==> config.mk <==
export PLATFORM = sky130hd
export DESIGN_NAME = console_ctrl
export DESIGN_NICKNAME = d
export VERILOG_FILES = /design/src/rtl/console_pkg.sv /design/src/rtl/console_fill.sv /design/src/rtl/console_ctrl.sv
export SDC_FILE = /design/constraint.sdc
export NUM_CORES = 1
export LEC_CHECK = 0
export ABC_AREA = 1
export CAP_MARGIN = 20
export CORE_ASPECT_RATIO = 1.25
export CORE_UTILIZATION = 45
export DETAILED_ROUTE_END_ITERATION = 12
export PLACE_DENSITY = 0.67
export SYNTH_ARGS = -nofsm -noshare
export SYNTH_HDL_FRONTEND = slang
export SYNTH_SLANG_ARGS = --single-unit
==> constraint.sdc <==
create_clock -name clk -period 2.1 [get_ports clk]
set_input_delay 0.63 -clock clk [delete_from_list [all_inputs] [get_ports clk]]
set_output_delay 0.63 -clock clk [all_outputs]
set_load 0.05 [all_outputs]
==> src/rtl/console_pkg.sv <==
// Shared types, ASCII codes and buffer address packing for the text console.
package console_pkg;

    typedef enum logic [1:0] {
        IDLE    = 2'd0,
        CLR_ROW = 2'd1,
        CLR_ALL = 2'd2
    } state_t;

    localparam logic [7:0] ASC_LF = 8'h0A;
    localparam logic [7:0] ASC_CR = 8'h0D;
    localparam logic [7:0] ASC_BS = 8'h08;
    localparam logic [7:0] ASC_SP = 8'h20;

    // Buffer address layout: column in the upper bits, physical row in the lower bits.
    function automatic logic [11:0] mk_addr(input logic [6:0] col, input logic [4:0] row);
        return {col, row};
    endfunction

endpackage

==> src/rtl/console_fill.sv <==
// Row/column walker producing blank-write addresses for a single-row or full-screen clear.
module console_fill
    import console_pkg::*;
#(
    parameter int unsigned COLS = 70,
    parameter int unsigned ROWS = 30
) (
    input  logic        clk,
    input  logic        rst_n,
    input  logic        start,
    input  logic        all_rows,
    input  logic [4:0]  row_base,
    output logic        busy,
    output logic        done,
    output logic [11:0] addr
);

    localparam logic [6:0] COL_LAST = 7'(COLS - 1);
    localparam logic [4:0] ROW_LAST = 5'(ROWS - 1);

    logic [6:0] col_q;
    logic [4:0] row_q;
    logic       all_q;
    logic       busy_q;

    assign busy = busy_q;
    // Asserted while the final cell of the walk is being presented.
    assign done = busy_q && (col_q == COL_LAST) && (!all_q || (row_q == ROW_LAST));
    assign addr = mk_addr(col_q, row_q);

    // Walk columns inner, rows outer; a new start restarts the walk from column 0.
    always_ff @(posedge clk or negedge rst_n) begin
        if (!rst_n) begin
            busy_q <= 1'b0;
            col_q  <= 7'd0;
            row_q  <= 5'd0;
            all_q  <= 1'b0;
        end else if (start) begin
            busy_q <= 1'b1;
            col_q  <= 7'd0;
            row_q  <= all_rows ? 5'd0 : row_base;
            all_q  <= all_rows;
        end else if (busy_q) begin
            if (col_q == COL_LAST) begin
                col_q <= 7'd0;
                if (done) begin
                    busy_q <= 1'b0;
                end else begin
                    row_q <= row_q + 5'd1;
                end
            end else begin
                col_q <= col_q + 7'd1;
            end
        end
    end

endmodule

==> src/rtl/console_ctrl.sv <==
// Text-console write sequencer: cursor tracking, control codes and scroll-by-offset.
module console_ctrl
    import console_pkg::*;
#(
    parameter int unsigned COLS  = 70,
    parameter int unsigned ROWS  = 30,
    parameter logic [7:0]  BLANK = 8'h20
) (
    input  logic        clk,
    input  logic        rst_n,
    input  logic        in_valid,
    input  logic [7:0]  in_char,
    output logic        in_ready,
    input  logic        clear,
    output logic [11:0] buf_addr,
    output logic [7:0]  buf_data,
    output logic        buf_we,
    output logic [6:0]  cursor_col,
    output logic [4:0]  cursor_row,
    output logic [4:0]  scroll_row,
    output logic        busy
);

    localparam logic [6:0] COL_LAST = 7'(COLS - 1);
    localparam logic [4:0] ROW_LAST = 5'(ROWS - 1);

    state_t      state_q;
    logic        accept;
    logic        wr_en;
    logic [7:0]  wr_data;
    logic [11:0] wr_addr;
    logic [6:0]  col_d;
    logic [4:0]  row_d;
    logic [4:0]  scroll_d;
    logic        newline;
    logic        do_scroll;
    logic [4:0]  bottom_row;
    logic        fill_start;
    logic        fill_busy;
    logic        fill_done;
    logic [11:0] fill_addr;

    assign in_ready   = (state_q == IDLE) && !clear;
    assign accept     = in_valid && in_ready;
    assign bottom_row = (scroll_row == 5'd0) ? ROW_LAST : scroll_row - 5'd1;
    assign fill_start = clear || do_scroll;

    // Decode the accepted byte into an optional write and the next cursor/scroll position.
    always_comb begin
        wr_en     = 1'b0;
        wr_data   = in_char;
        wr_addr   = mk_addr(cursor_col, cursor_row);
        col_d     = cursor_col;
        row_d     = cursor_row;
        scroll_d  = scroll_row;
        newline   = 1'b0;
        do_scroll = 1'b0;
        if (accept) begin
            if (in_char >= ASC_SP && in_char <= 8'h7E) begin
                wr_en = 1'b1;
                if (cursor_col == COL_LAST) begin
                    col_d   = 7'd0;
                    newline = 1'b1;
                end else begin
                    col_d = cursor_col + 7'd1;
                end
            end else if (in_char == ASC_LF) begin
                newline = 1'b1;
            end else if (in_char == ASC_CR) begin
                col_d = 7'd0;
            end else if (in_char == ASC_BS && cursor_col != 7'd0) begin
                col_d   = cursor_col - 7'd1;
                wr_en   = 1'b1;
                wr_data = BLANK;
                wr_addr = mk_addr(cursor_col - 7'd1, cursor_row);
            end
        end
        if (newline) begin
            row_d = (cursor_row == ROW_LAST) ? 5'd0 : cursor_row + 5'd1;
            // Leaving the bottom visible row recycles the top row as the new bottom.
            if (cursor_row == bottom_row) begin
                scroll_d  = (scroll_row == ROW_LAST) ? 5'd0 : scroll_row + 5'd1;
                do_scroll = 1'b1;
            end
        end
    end

    console_fill #(
        .COLS (COLS),
        .ROWS (ROWS)
    ) u_fill (
        .clk      (clk),
        .rst_n    (rst_n),
        .start    (fill_start),
        .all_rows (clear),
        .row_base (row_d),
        .busy     (fill_busy),
        .done     (fill_done),
        .addr     (fill_addr)
    );

    // Sequencer FSM with registered buffer port, cursor and busy outputs.
    always_ff @(posedge clk or negedge rst_n) begin
        if (!rst_n) begin
            state_q    <= IDLE;
            busy       <= 1'b0;
            buf_we     <= 1'b0;
            buf_addr   <= 12'd0;
            buf_data   <= BLANK;
            cursor_col <= 7'd0;
            cursor_row <= 5'd0;
            scroll_row <= 5'd0;
        end else if (clear) begin
            state_q    <= CLR_ALL;
            busy       <= 1'b1;
            buf_we     <= 1'b0;
            buf_data   <= BLANK;
            cursor_col <= 7'd0;
            cursor_row <= 5'd0;
            scroll_row <= 5'd0;
        end else begin
            unique case (state_q)
                IDLE: begin
                    buf_we <= wr_en;
                    if (wr_en) begin
                        buf_addr <= wr_addr;
                        buf_data <= wr_data;
                    end
                    cursor_col <= col_d;
                    cursor_row <= row_d;
                    scroll_row <= scroll_d;
                    if (do_scroll) begin
                        state_q <= CLR_ROW;
                        busy    <= 1'b1;
                    end
                end
                CLR_ROW, CLR_ALL: begin
                    buf_we   <= fill_busy;
                    buf_addr <= fill_addr;
                    buf_data <= BLANK;
                    if (fill_done) begin
                        state_q <= IDLE;
                        busy    <= 1'b0;
                    end
                end
                default: begin
                    state_q <= IDLE;
                    busy    <= 1'b0;
                    buf_we  <= 1'b0;
                end
            endcase
        end
    end

endmodule
==> flow_results.org, run 1 <==
** Run status
- Outcome :: completed

** Worst setup path
- Startpoint type of the worst setup path :: register
- The worst setup path is of the register to output pin kind.
- Of all nets on the critical path, the largest fanout is 3.
- Arrival time reported for the critical path endpoint :: 1300 ps
- Kind of capture point of the worst setup path :: output pin
- Required time worst endpoint :: 1470 ps

** Logic synthesis
- Summed over all instances, the cell type with the most area after synthesis is dfrtp_1.
- The synthesized design contains 55 register bits.
- Cells taking the most area after synthesis :: dfrtp_1, nand2_1, nand3_1
- Yosys printed 0 warnings.
- In this run the biggest area consumer among cell types represents 35.11% of the synthesized area.
- Mean instance size in the synthesized netlist :: 7.345 um2
- In the synthesized netlist the async set-or-reset flop fraction comes to 100.0%.
- Syn Nets :: 550
- The netlist uses 44 different library cells.
- Synthesized netlist cell count :: 524
- Sequential cells were found to cover 35.79% of the synthesized design area.
- Yosys mapped a number of flops with a built-in enable equal to 0.
- Most used flip-flop cell after synthesis :: dfrtp_1
- Synth Cell Area :: 3849 um2

** STA
- Setup violations remaining at the end of the flow were counted as 0.
- Timing would allow up to roughly 520 MHz.
- Crit path time final :: 1932 ps
- Hold timing on the final database bottoms out at a slack of 253.6 ps.
- Hold violation total from the final report :: 0
- Final period utilization :: 91.98%
- Total count of max-transition violations in the final report :: 0
- Relative slew slack :: 59.60%
- Setup repair after global routing left no endpoint under its margin.
- Adding up every negative setup slack in the final design gives 0 ps.
- Between clock sinks in the finished design, the worst skew comes to 5.407 ps.
- Transition time of the tightest slew-check pin :: about 600 ps

** Layout
- # fillers :: 746
- Multi-input combinational cell area :: between 2000 and 2500 um2
- Relative to the synthesized area, the layout overhead comes to 30.14%.
- Highest-count cells in the layout ignoring fill and taps :: nand2_1, buf_4, inv_1
- Leaving out filler cells and counting taps, the final layout contains 722.
- Most common cell after layout, fill and taps aside :: nand2_1
- Inserted Diodes :: 0
- FF+latch area :: 1385 um2
- Number of nets in the final layout :: 650
- Cells with a size suffix above 1 make up between 20 and 30% of the layout.

** Detailed routing
- Once detail routing completed, the nets flagged for antenna violations numbered 0.
- In the final routed layout, each cell accounts on average for ~14 um.
- Vias per inst :: 5.249
- After detailed routing, the total wire length is 10.28 mm.
- Via count :: roughly 3800
- After the first detailed-routing iteration, the DRC count stood at between 150 and 200.
- Detailed-routing iteration count for the pre-antenna-repair pass :: 7
- After detailed routing, the number of remaining DRC violations is 0.

** Placed design
- Detail Placement HPWL :: approximately 7.7 mm
- Buffers placed on the I/O ports in this run total 51.
- Counting tap cells, the placed design contains a total of 708 instances.
- Placer congestion estimate :: just under 0.9

** Clocking
- Clock tree synthesis selected as its root buffer the cell clkbuf_8.
- The tree built by TritonCTS fans out to 55 sinks.
- TritonCTS clock tree :: done
- Worst-path clk slew :: 100 ps
- Clock tree synthesis inserted a total of 5 buffers.
- Insertion delay to the later sink of the worst-skew pair :: around 330 ps
- Clock Path Buffers :: 2
- Buffers inserted to repair hold after CTS numbered 0.
- H-tree depth :: 2

** Floorplan
- From bottom edge to top edge, the die measures 105.4 um.
- Area of the core region :: 8240 um2
- Top-level port count :: 52
- Die Outline Area :: 8929 um2
- Chip width :: around 85 um
- Count of standard-cell rows :: 37
- For this configuration, the core starts out at a cell density of 46.71%.

** Power
- Leak pwr :: 0.002627 uW
- The worst-case IR drop observed on VDD is 0.2639 mV.
- In this run the power density over the cells is 567.8 nW/um2.

** Global routing
- Grt ovf :: 0
- Pin count of the biggest net entering global routing :: 36
- The via count of the first global-routing pass came to 3688.
- The first global-routing pass estimated ~17 mm of wire.
- Number of antenna violations at the first check in global routing :: 0
- Global routing consumed, over all layers together, 24.55% of the routing resources.

** Flow run
- Across the run, the number of max-cap violations was 0.

** Hold path
- The min-delay analysis places its worst path in the category input pin to asynchronous set/reset pin.
==> flip-flops by register name (all words and copies together), names as in the netlist, 2 cells and up <==
register / cells
u_fill.row_q: 5
u_fill.col_q: 7
cursor_row: 5
scroll_row: 5
buf_data: 8
buf_addr: 12
state_q: 2
cursor_col: 7
==> Yosys cell counts (4+ instances only) <==
master and n:
nand2_1 136, inv_1 58, dfrtp_1 54, nor2_1 48
nand3_1 47, o21ai_0 24, a21oi_1 14, ha_1 14
nand4_1 14, xor2_1 13, nand2_2 11, o21ai_1 8
inv_2 7, buf_2 6, buf_6 6, o211ai_1 6
nor2_2 5, nor2_4 4, nor3_1 4, o22ai_1 4
==> path summary, 6_finish.rpt <==
check,start,endpoint,slack (ps),cells after the start
worst max-delay path,state_q[0]$_DFFE_PN0P_,in_ready,170,5
worst min-delay path,rst_n,buf_data[2]$_DFFE_PN0P_,250,1
worst min register to register,buf_data[5]$_DFFE_PN1P_,buf_data[5]$_DFFE_PN1P_,480,2
max in group asynchronous,rst_n,cursor_col[1]$_DFFE_PN0P_,1270,2
worst max register to register,cursor_col[1]$_DFFE_PN0P_,buf_data[3]$_DFFE_PN0P_,180,13
min in group clk,buf_data[5]$_DFFE_PN1P_,buf_data[5]$_DFFE_PN1P_,480,2
==> power by group <==
part | switching (uW) | internal (uW) | leakage, uW | total, uW
Combinational | 649 | 352 | 0.00187 | 1000
Clock | 395 | 241 | 0.0000418 | 636
Sequential | 65.8 | 1140 | 0.000711 | 1210
Total | 1110 | 1730 | 0.00263 | 2840
==> area by class of cell <==
class	instances	area share (%)
Clock buffer	6	1.449
Clock inverter	2	0.3248
Inverter	66	5.071
Multi-Input combinational cell	386	44.14
Sequential cell	55	27.65
Tap cell	97	2.423
Timing Repair Buffer	110	18.94
==> cell families after synthesis <==
logic type | synth area share [%]
AO/OA/AOI/OAI | 11.90
XOR/XNOR | 3.414
flip-flops | 35.79
AND/OR/NAND/NOR | 34.56
buffers and inverters | 9.785
adder cells (fa/ha/maj) | 4.551
==> repair_timing <==
item	CTS	global route
resized for setup	3	48
setup buffers	1	5
cloned	0	1
pin swaps	1	9
setup endpoints to repair	2	48
==> worst max-delay path, stage by stage (launching register included) <==
cell	delay, ps
dfrtp_1	410
inv_1	70
ha_2	200
nand2_4	80
inv_4	80
buf_12	130
==> layer usage <==
layer	share of wire (%)	GRT usage [%]
met1	41	29.54
met2	52	43.38
met3	4.0	3.759
met4	2.6	10.29
met5	0	0
==> metrics by stage <==
stage / utilization (%) / power [uW] / setup WS (ps) / instance area, um2
6_report: 60.78 / 2844 / 168.3 / 5009
5_1_grt: 60.78 / 3000 / 1.694 / 5009
4_1_cts: 58.61 / 2828 / 0.3626 / 4830
3_5_place_dp: 57.44 / 2183 / -359.6 / 4733
3_3_place_gp: 57.44 / 2169 / -340.4 / 4733
2_1_floorplan: - / 1844 / 95.93 / 3854
Note: power is estimated with default switching activity, not from simulation.
==> run 2: changes to the inputs <==
- SETUP_SLACK_MARGIN: default -> 0.1
==> flow_results.org, run 2 (same netlist as run 1, synthesis figures left out) <==
** Layout
- Core Util, Final :: 62.51%
- Filler-free cell count of the finished design :: 730
- Register containing the most flip-flops in the final layout :: buf_addr
- In the layout the commonest cells are nand2_1, buf_4, inv_1.
- Fill cells in the final layout number 769.
- Ratio of cells with drive above 1 in the final layout :: 31.91%
- Largest register FFs :: 12
- The library cell used most frequently in the layout, excluding fill and tap cells, is nand2_1.
- The sequential cells in the finished layout cover a total of 1385 um2.
- After the last flow step, the layout net total stands at 658.
- In the final layout, the registers with the most flip-flops are buf_addr: 12 flops, buf_data: 8 flops.
- From synthesis to final layout, the design area changed by 33.84%.
- The repair_antennas step left the layout with diodes totalling 0.
- Multi-input combinational cell area :: 2303 um2

** Detailed routing
- Detailed-route wire length :: 10.60 mm
- Detailed-routing iteration count for the pre-antenna-repair pass :: 7
- Remaining antenna violation count after routing :: 0
- After detailed routing, the average wire length per cell comes to 14.52 um.
- Remaining DRCs :: 0
- The routed layout has about 3900 vias.
- First-iteration detailed-routing DRC count :: 221
- Vias per inst :: 5.303

** Worst setup path
- Largest fanout on the critical path :: 3
- For the worst setup path, the data arrival time is 1370 ps.
- By startpoint and endpoint, the worst setup path is classified as register to output pin.
- Required time worst endpoint :: between 1000 and 1500 ps
- Kind of capture point of the worst setup path :: output pin
- The setup check on the worst reg-to-reg path leaves a slack of roughly 190 ps.
- The worst setup path is launched from a register.

** Placed design
- Detail Placement HPWL :: 7.525 mm
- Instance count after placement with tap cells included :: 710
- Placer congestion estimate :: 0.8889
- # port buffers :: 51

** Power
- Leak pwr :: approximately 0.0026 uW
- Highest ir drop seen on vdd :: 0.3091 mV
- For this design the ratio of total power to cell area is 558.4 nW/um2.
- The design draws 2877 uW.

** Global routing
- After global routing the overflow that remains totals 0.
- Pin count of the biggest net entering global routing :: 56
- The via count of the first global-routing pass was 3744.
- The first global-routing pass estimated 17.39 mm of wire.
- Number of antenna violations at the first check in global routing :: 0
- Overall fraction of global-route tracks in use :: 24.26%

** Run status
- The flow ran to the end, and the final reports show no timing, DRC or antenna violations.

** Floorplan
- The die covers 8929 um2.
- In this run the vertical extent of the chip is 105.4 um.
- The floorplan has 37 rows.
- Chip width :: 84.72 um
- 52 I/O pins were placed.
- Area of the core region :: 8240 um2
- Starting density of the core :: about 47%

** Clocking
- Insertion delay to the later sink of the worst-skew pair :: 310 ps
- The tree is rooted in a clkbuf_8.
- The number of clock buffers added by TritonCTS is 5.
- After clock tree synthesis, the flow added hold-fix buffers numbering 0.
- The H-tree was split into 2 levels.
- After clock tree synthesis, the clock-pin slew on the worst setup and hold paths is 110 ps.
- No sink is reached through more buffers than the 2 on the longest clock path.
- TritonCTS built the clock tree.
- Number of sinks on the clock net :: 55

** STA
- For this run, the top clock speed supported by timing is 500.0 MHz.
- RSZ-0062 raised after global routing :: true
- Setup violations remaining at the end of the flow were counted as 0.
- Final period utilization :: 95.25%
- The number of slew-limit violations in the final report was 0.
- Between clock sinks in the finished design, the worst skew comes to 12.62 ps.
- For the pin with the worst max-slew slack, the measured transition is ~520 ps.
- Hold violation total from the final report :: 0
- Relative slew slack :: 65.39%
- Crit path time final :: approximately 2000 ps

** Flow run
- Across the run, the number of max-cap violations was 0.

** Hold path
- Hold Crit Class :: input pin to asynchronous set/reset pin
run 2: critical path: stages (launching register included):
cell and delay (ps):
dfrtp_1 420, inv_1 70, ha_2 200, nand2_4 60, buf_6 120, inv_4 60, buf_12 130
run 2: per-stage QoR:
stage | setup WS (ps) | area [um2] | TNS [ps] | hold slack [ps]
final | 99.83 | 5151 | 0 | 283.3
after global placement | -344.9 | 4748 | -12900 | 467.6
after detailed placement | -373.7 | 4748 | -15680 | 470.1
after floorplan | 109.1 | 3854 | 0 | 334.4
after global routing | 38.12 | 5151 | 0 | 313.0
after CTS | 80.02 | 4917 | 0 | 307.6
run 2: report_power, final:
group / switching, uW / internal, uW / leakage (uW) / total (uW)
logic: 674 / 377 / 0.00187 / 1050
registers: 66.9 / 1140 / 0.000711 / 1210
clock network: 377 / 241 / 0.0000454 / 618
run 2: what timing repair did:
item,4_1_cts,5_1_grt
endpoints found under the setup margin,44,46
pin swaps,5,21
resized for setup,26,59
setup buffers,2,7
cloned,1,2
run 2: final cells by class:
cell class / instances / area share, %
inverters: 66 / 4.979
multi-input cells: 387 / 44.72
clock buffers: 6 / 1.409
flip-flops and latches: 55 / 26.89
repair buffers: 117 / 19.31
well taps: 97 / 2.356
clock inverters: 2 / 0.3401
run 2: final timing paths:
path / from / endpoint / depth (start not counted)
hold reg to reg: buf_data[5]$_DFFE_PN1P_ / buf_data[5]$_DFFE_PN1P_ / 2
hold / removal: rst_n / buf_data[2]$_DFFE_PN0P_ / 2
min in group clk: buf_data[5]$_DFFE_PN1P_ / buf_data[5]$_DFFE_PN1P_ / 2
setup reg to reg: cursor_col[1]$_DFFE_PN0P_ / buf_addr[8]$_DFFE_PN0P_ / 13
setup / recovery: state_q[1]$_DFFE_PN0P_ / in_ready / 6
max in group asynchronous: rst_n / buf_data[5]$_DFFE_PN1P_ / 2
run 2: layer usage:
metal	global-route usage, %	routed length [um]	vias up
met5	0	0	-
met4	10.17	303	0
met3	2.506	410	26
met2	42.16	5361	109
met1	30.59	4526	1819
li1	-	-	1917
==> run 3: changes to the inputs <==
- CORE_MARGIN: default -> 2
- SETUP_SLACK_MARGIN: 0.1 -> 0.5
==> flow_results.org, run 3 (same netlist as run 1, synthesis figures left out) <==
** Run status
- The run finished with clean final reports.

** Worst setup path
- The worst setup path is launched from a register.
- Along the worst path, the maximum fanout reaches 2.
- The worst setup path is captured at an output pin.
- The critical path in this run is classified as register to output pin.
- Arrival time reported for the critical path endpoint :: 1450 ps
- Required time worst endpoint :: 1470 ps

** Clocking
- Cts bufs inserted :: 5
- Insertion delay to the later sink of the worst-skew pair :: 330 ps
- TritonCTS built the clock tree.
- Cell chosen for the clock root :: clkbuf_8
- The number of hold buffers added after CTS was 0.
- Number of sinks on the clock net :: between 50 and 60
- The clock tree synthesis step divided the H-tree into 2 levels.
- Clock-pin slew was measured on the worst setup and hold paths at approximately 120 ps.
- Clock Path Buffers :: 2

** Power
- Proportion of power drawn by combinational gates :: 41.8%
- The analysis attributes to cell leakage a power of 0.002951 uW.
- IR analysis of the VDD net gives a maximum drop of between 0.4 and 0.5 mV.
- Share of total power consumed by net switching :: 40.80%
- Cell internal power was estimated by the tool at 1918 uW.
- Power per standard cell area :: 522.5 nW/um2
- In this run, the clock network consumes 20.5% of the power.
- Sw power :: around 1300 uW
- The share of total power dissipated in sequential elements is 37.7%.

** Hold path
- The tightest min-delay check is of the input pin to asynchronous set/reset pin type.

** STA
- Setup violations remaining at the end of the flow were counted as 0.
- Final period utilization :: 98.81%
- Transition time of the tightest slew-check pin :: 611.5 ps
- The final hold violation count is 0.
- Summed over all failing endpoints, the final setup total negative slack is 0 ps.
- Clock skew on the completed layout was measured at approximately 16 ps.
- The number of slew-limit violations in the final report was 0.
- RSZ-0062 raised after global routing :: true
- Relative slew slack :: just under 60%
- Timing would allow up to 481.9 MHz.
- Counting I/O delays and the setup requirement, the final critical path takes 2075 ps.

** Layout
- Largest register FFs :: 12
- # fillers :: approximately 560
- In the layout the commonest cells are nand2_1, buf_4, inv_1.
- Register containing the most flip-flops in the final layout :: buf_addr
- Leaving out fill and tap cells, the most frequent cell in the layout is nand2_1.
- After routing the design area is 6202 um2.
- Largest registers :: buf_addr: 12 flops, buf_data: 8 flops
- At the end of the flow, the number of nets in the layout was 690.
- Cells with a size suffix above 1 make up 49.32% of the layout.
- Compared with the post-synthesis result, the final layout area differs by 61.15%.
- Inserted Diodes :: 0

** Floorplan
- Starting density of the core :: 46.44%
- From left edge to right edge, the die measures 86.72 um.
- The die covers 9313 um2.
- The core region is just over 8000 um2.
- Count of standard-cell rows :: 37
- 52 I/O pins were placed.
- Vertical die dimension :: 107.4 um

** Detailed routing
- After detailed routing, the total wire length is 13.31 mm.
- After detailed routing, the number of vias per cell comes to 5.689.
- Drt wl/cell :: 17.47 um
- Remaining DRCs :: 0
- Via count :: 4335
- The detail route stage leaves a number of antenna-violating nets equal to 0.
- In this run, the number of DRC markers left after iteration 0 of detailed routing was 342.
- The first detailed-routing pass took 6 iterations.

** Placed design
- After legalization and detailed placement, the total HPWL measured 7.470 mm.
- Cell Area, Placed :: 4737 um2
- The count of buffers added on input and output ports is 51.
- At the end of routability-driven placement, the weighted congestion stood at just over 0.9.

** Flow run
- Max-cap viol count :: 0

** Global routing
- Number of antenna violations at the first check in global routing :: 0
- Pin count of the biggest net entering global routing :: 56
- Grt ovf :: 0
- Across every metal layer, demand over resource in global routing totals between 20% and 30%.
- Wire length of the first global-routing pass :: 20.15 mm
- Number of global-route vias before repair :: 4279
## run 3: cell types whose count changed in the layout (fill, tap and decap cells not counted), sizes merged
cell	before	now
dlymetal6s2s	1	0
nand2	151	153
buf	107	139
clkdlybuf4s15	0	5
dlygate4sd2	8	3
clkinv	3	1
clkinvlp	0	3
clkbuf	7	5
## run 3: worst paths after layout
path,from,endpoint,slack (ps),cells past startpoint
setup reg to reg,state_q[0]$_DFFE_PN0P_,buf_addr[9]$_DFFE_PN0P_,20,12
setup / recovery,state_q[0]$_DFFE_PN0P_,in_ready,20,6
max in group asynchronous,rst_n,cursor_col[2]$_DFFE_PN0P_,1530,2
hold reg to reg,buf_addr[5]$_DFFE_PN0P_,buf_addr[5]$_DFFE_PN0P_,490,2
min in group clk,buf_addr[5]$_DFFE_PN0P_,buf_addr[5]$_DFFE_PN0P_,490,2
hold / removal,rst_n,scroll_row[1]$_DFFE_PN0P_,270,2
## run 3: critical path: stages (launching register included)
cell and delay [ps]:
dfrtp_1 410, inv_2 80, ha_4 180, nand2_4 60
buf_6 100, clkinvlp_4 120, buf_12 170
## run 3: power by group through the flow
stage          clock, uW  combinational, uW  sequential (uW)
6_report             665               1350             1220
5_1_grt              711               1430             1230
4_1_cts              665               1200             1210
3_5_place_dp           0                977             1230
3_3_place_gp           0                972             1230
2_1_floorplan          0                415             1460
## run 3: layer usage
layer  vias to the layer above  wire, um  GRT usage, %  share of wire (%)
li1                       1991         -             -                  -
met5                         -         0             0                  0
met3                        62       741         3.374                5.6
met1                      2087      4892         32.02                 37
met4                         0       680         12.50                5.1
met2                       195      7001         48.35                 53
## run 3: cell type report
class | instances | area, um2 | share of cell area, %
timing repair buffer | 147 | 1464 | 23.60
tap | 97 | 121.4 | 1.957
inverter | 66 | 281.5 | 4.539
clock inverter | 3 | 25.02 | 0.4035
clock buffer | 5 | 68.82 | 1.110
multi-input combinational | 389 | 2845 | 45.87
sequential | 55 | 1396 | 22.51
## run 3: stage by stage
step / setup WS [ps] / total power (uW) / utilization (%) / hold slack [ps] / instances
6_report: 24.99 / 3240 / 74.85 / 272.0 / 762
5_1_grt: -38.55 / 3376 / 74.85 / 309.5 / 762
4_1_cts: 128.4 / 3084 / 69.64 / 292.4 / 752
3_5_place_dp: -375.0 / 2204 / 57.16 / 469.8 / 699
3_3_place_gp: -350.6 / 2200 / 57.16 / 458.0 / 699
2_1_floorplan: 226.0 / 1871 / - / 334.4 / 524
## run 3: repair_timing
item	in CTS	in global routing
resized for setup	181	86
buffers inserted	40	10
pin swaps	49	38
hold endpoints to repair	0	0
endpoints found under the setup margin	72	77
cloned	5	0
